**config.mk**
```make
export PLATFORM = sky130hd
export DESIGN_NAME = seq_divider
export DESIGN_NICKNAME = d
export VERILOG_FILES = /design/src/rtl/seq_divider.sv
export SDC_FILE = /design/constraint.sdc
export NUM_CORES = 1
export LEC_CHECK = 0
export BUFFER_PORTS_ARGS = -buffer_cell sky130_fd_sc_hd__buf_2
export CAP_MARGIN = 25
export CORE_ASPECT_RATIO = 0.9
export CORE_MARGIN = 1
export CORE_UTILIZATION = 35
export DETAILED_ROUTE_END_ITERATION = 10
export SLEW_MARGIN = 20
export SYNTH_ARGS = -nofsm -noshare
export SYNTH_HDL_FRONTEND = slang
export SYNTH_SLANG_ARGS = --single-unit
```
**constraint.sdc**
```tcl
create_clock -name clk -period 2.9 [get_ports clk]
set_input_delay 0.29 -clock clk [delete_from_list [all_inputs] [get_ports clk]]
set_output_delay 0.29 -clock clk [all_outputs]
set_load 0.1 [all_outputs]
```
**src/rtl/seq_divider.sv**
```systemverilog
// Multi-cycle restoring divider: one quotient bit per clock, optional two's-complement mode,
// start/busy/done handshake and divide-by-zero flag. Results are held until the next completion.
module seq_divider #(
  parameter int WIDTH     = 8,
  parameter bit SIGNED_EN = 1'b1
) (
  input  logic             clk,
  input  logic             rst,
  input  logic             start,
  input  logic             signed_mode,
  input  logic [WIDTH-1:0] dividend,
  input  logic [WIDTH-1:0] divisor_in,
  output logic             busy,
  output logic             done,
  output logic [WIDTH-1:0] quotient,
  output logic [WIDTH-1:0] remainder,
  output logic             div_by_zero
);
  localparam int CW = $clog2(WIDTH);

  typedef enum logic [1:0] {IDLE, CALC, DONE} state_t;

  state_t           state_q, state_d;
  logic [WIDTH-1:0] rem_q, rem_d;
  logic [WIDTH-1:0] quo_q, quo_d;
  logic [WIDTH-1:0] dvs_q, dvs_d;
  logic [CW-1:0]    cnt_q, cnt_d;
  logic             negq_q, negq_d, negr_q, negr_d;
  logic [WIDTH-1:0] q_q, q_d, r_q, r_d;
  logic             dbz_q, dbz_d;

  logic             sm, accept, fit;
  logic [WIDTH-1:0] a_mag, b_mag, rem_nx, quo_nx;
  logic [WIDTH:0]   shifted;

  always_comb begin
    sm     = SIGNED_EN && signed_mode;
    accept = start && (state_q != CALC);
    a_mag  = (sm && dividend[WIDTH-1])   ? -dividend   : dividend;
    b_mag  = (sm && divisor_in[WIDTH-1]) ? -divisor_in : divisor_in;

    // When the trial subtraction fits, the difference is below the divisor,
    // so WIDTH-bit modular subtraction gives the exact partial remainder.
    shifted = {rem_q, quo_q[WIDTH-1]};
    fit     = shifted >= {1'b0, dvs_q};
    rem_nx  = fit ? (shifted[WIDTH-1:0] - dvs_q) : shifted[WIDTH-1:0];
    quo_nx  = {quo_q[WIDTH-2:0], fit};

    state_d = state_q;
    rem_d   = rem_q;
    quo_d   = quo_q;
    dvs_d   = dvs_q;
    cnt_d   = cnt_q;
    negq_d  = negq_q;
    negr_d  = negr_q;
    q_d     = q_q;
    r_d     = r_q;
    dbz_d   = dbz_q;

    case (state_q)
      CALC: begin
        rem_d = rem_nx;
        quo_d = quo_nx;
        cnt_d = cnt_q - CW'(1);
        if (cnt_q == '0) begin
          state_d = DONE;
          q_d     = negq_q ? -quo_nx : quo_nx;
          r_d     = negr_q ? -rem_nx : rem_nx;
        end
      end
      default: begin
        state_d = IDLE;
        if (accept) begin
          dbz_d  = 1'b0;
          negq_d = sm && (dividend[WIDTH-1] ^ divisor_in[WIDTH-1]);
          negr_d = sm && dividend[WIDTH-1];
          if (divisor_in == '0) begin
            state_d = DONE;
            q_d     = '1;
            r_d     = dividend;
            dbz_d   = 1'b1;
          end else begin
            state_d = CALC;
            rem_d   = '0;
            quo_d   = a_mag;
            dvs_d   = b_mag;
            cnt_d   = CW'(WIDTH-1);
          end
        end
      end
    endcase
  end

  always_ff @(posedge clk or posedge rst) begin
    if (rst) begin
      state_q <= IDLE;
      rem_q   <= '0;
      quo_q   <= '0;
      dvs_q   <= '0;
      cnt_q   <= '0;
      negq_q  <= 1'b0;
      negr_q  <= 1'b0;
      q_q     <= '0;
      r_q     <= '0;
      dbz_q   <= 1'b0;
    end else begin
      state_q <= state_d;
      rem_q   <= rem_d;
      quo_q   <= quo_d;
      dvs_q   <= dvs_d;
      cnt_q   <= cnt_d;
      negq_q  <= negq_d;
      negr_q  <= negr_d;
      q_q     <= q_d;
      r_q     <= r_d;
      dbz_q   <= dbz_d;
    end
  end

  assign busy        = (state_q == CALC);
  assign done        = (state_q == DONE);
  assign quotient    = q_q;
  assign remainder   = r_q;
  assign div_by_zero = dbz_q;
endmodule

```
==> results_dict.tcl <==
set metrics [dict create \
    status "finished clean" \
    coreArea_um2 8260 \
    cts-root-buf "clkbuf_8" \
    cts_max_level 2 \
    synthCells 361 \
    nets 434 \
    drv_slew 0 \
    cts_tree "built" \
    drv_cap 0 \
    ys_ff_latch 48 \
    final_cell_mix "47 x nand2_1, 47 x dfrtp_1, 38 x buf_2" \
    grt.overflow.total 0 \
    synthDistinctLibCells 47 \
    clock_skew_ns 0.0117 \
    ys_warn_count 0 \
    cts_buffer_depth 2 \
    finalSetupTns_ns 0 \
    vias_per_cell 5.23 \
    clock_sinks 48 \
    ff_latch_area_um2 1200 \
    portBuffers 38 \
    worstPathMaxFanout 3 \
    ios 39 \
    hold_class "primary input to asynchronous set/reset pin" \
    grt_max_degree 28 \
    grt_pass1_vias 2488 \
    arrival_ns 3.00 \
    synth_nets 396 \
    dp_hpwl_um 6010 \
    via_count 2691 \
    fillerInstances 812 \
    clk_pin_slew_ns 0.10 \
    route.antenna.remaining_nets 0 \
    die_x_um 101 \
    fmax_mhz 355 \
    syn_area_um2 3060 \
    insertion_delay_ns 0.31 \
    required_ns 3.08 \
    grt_usage_pct 17.8 \
    multi_input_area_um2 1780 \
    critPathLaunchType "flip-flop" \
    avgRoutedWirePerCell_um 15.5 \
    async_flop_share_pct 100 \
    die-area_um2 9120 \
    fin_crit_ns 2.82 \
    crit_type "flip-flop to flip-flop" \
    seq_area_frac_synth_pct 39.2 \
    fin_crit_sh_pct 97.2 \
    drt_pass1_iterations 4 \
    place_area_um2 3400 \
    setup_violations 0 \
    row_count 31 \
    diodes 0 \
    finalHoldViolations 0 \
    drt_wl_total_um 7980 \
    fin_area_um2 3620 \
    worst_pin_slew_ns 0.804 \
    die_h_um 90.7 \
    dr.first_iter.drc_count 172 \
    ys_dominant_reg_cell "dfrtp_1" \
    synth_edf_count 0 \
    place_congestion 0.904 \
    endpoint_kind "flip-flop" \
    area_growth_pct 18.3 \
    drive_gt1_share_pct 20.0 \
    start_util_pct 37.0 \
    slew_headroom_pct 46.3 \
    drc 0 \
    antenna_found_initial 0 \
    grt_pass1_wl_um 12800 \
    cts_made_buffers 5 \
    synth.avg_cell_area_um2 8.48 \
]
worst paths after layout:
path	from	slack, ns	end	cells after the start
worst max-delay path	quo_q[7]	0.08	remainder[6]	11
worst min-delay path	rst	0.03	quo_q[4]	2
worst max register to register	quo_q[7]	0.08	remainder[6]	11
worst min register to register	cnt_q[0]	0.48	cnt_q[0]	1
max in group asynchronous	rst	2.31	rem_q[0]	3
min in group clk	divisor_in[0]	0.26	dvs_q[0]	2
sequential cells by signal, indices dropped and copies added (netlist names), 2 cells and up:
register	cells
cnt_q	3
dvs_q	8
quo_q	8
quotient	8
rem_q	8
remainder	8
state_q	2
through the flow:
| step | instances | util [%] | setup WS (ns) | hold WS [ns] |
|---|---|---|---|---|
| floorplan | 361 | - | 0.233 | 0.440 |
| global placement | 504 | 40.9 | -0.00736 | 0.465 |
| detailed placement | 505 | 41.2 | -0.0353 | 0.389 |
| CTS | 514 | 42.9 | 0.0221 | 0.0516 |
| global route | 515 | 43.8 | -0.00903 | 0.0845 |
| finish | 515 | 43.8 | 0.0804 | 0.0324 |
layer usage:
layer	routed length [µm]	GRT usage (%)	vias to the layer above
li1	-	-	1337
met1	3770	26.0	1283
met2	3760	27.7	67
met3	399	3.33	4
met4	56	2.90	0
met5	0	0	-
cells in the mapped netlist (2+ instances only):
master,instances,area [µm²]
a211oi_1,2,15.0
a21o_1,2,15.0
a21oi_1,19,95.1
a22oi_1,2,15.0
a31oi_1,5,31.3
and2_1,3,18.8
and3_1,2,12.5
buf_2,2,10.0
clkbuf_1,15,56.3
dfrtp_1,48,1200
ha_1,14,175
inv_1,21,78.8
mux2i_1,9,90.1
nand2_1,47,176
nand2b_1,5,31.3
nand3_1,13,65.1
nor2_1,30,113
nor2b_1,5,31.3
nor3_1,10,50.1
o21ai_0,38,190
o22ai_1,8,50.1
o31ai_1,4,30.0
o41ai_1,3,26.3
or2_2,2,12.5
or3_1,6,37.5
xnor2_1,14,123
xor2_1,12,105
cell families after synthesis:
| kind of cell | count (synthesis) | synth area share, % |
|---|---|---|
| adder cells (fa/ha/maj) | 15 | 6.38 |
| AND/OR/NAND/NOR | 129 | 19.5 |
| AO/OA/AOI/OAI | 93 | 19.1 |
| multiplexers | 10 | 3.31 |
| XOR/XNOR | 26 | 7.44 |
| buffers and inverters | 40 | 5.07 |
| flip-flops | 48 | 39.2 |
final cells by class:
type / count / area share, %
sequential: 48 / 33.2
clock buffer: 6 / 2.28
multi-input combinational: 273 / 49.2
tap: 115 / 3.97
inverter: 23 / 2.56
timing repair buffer: 48 / 7.67
clock inverter: 2 / 1.07
repair_timing:
| action | CTS | global route |
|---|---|---|
| pin swaps | 1 | 4 |
| endpoints found under the hold margin | 0 | 0 |
| gates resized for setup | 3 | 18 |
| setup endpoints to repair | 3 | 7 |
| buffers inserted | 1 | 1 |
| hold buffers | 0 | 0 |
critical path, stage by stage (launching register included):
cell and delay (ns):
dfrtp_1 0.41, inv_2 0.09, ha_2 0.20, inv_1 0.06
fa_2 0.34, and3_4 0.17, o31ai_4 0.24, or4b_4 0.49
o311ai_2 0.11, mux2i_1 0.18, xnor2_1 0.26, o22ai_1 0.15
Power is left out: the tool's default activity adds up to more than one toggle a clock period on the data nets, which glitch-free logic cannot reach.
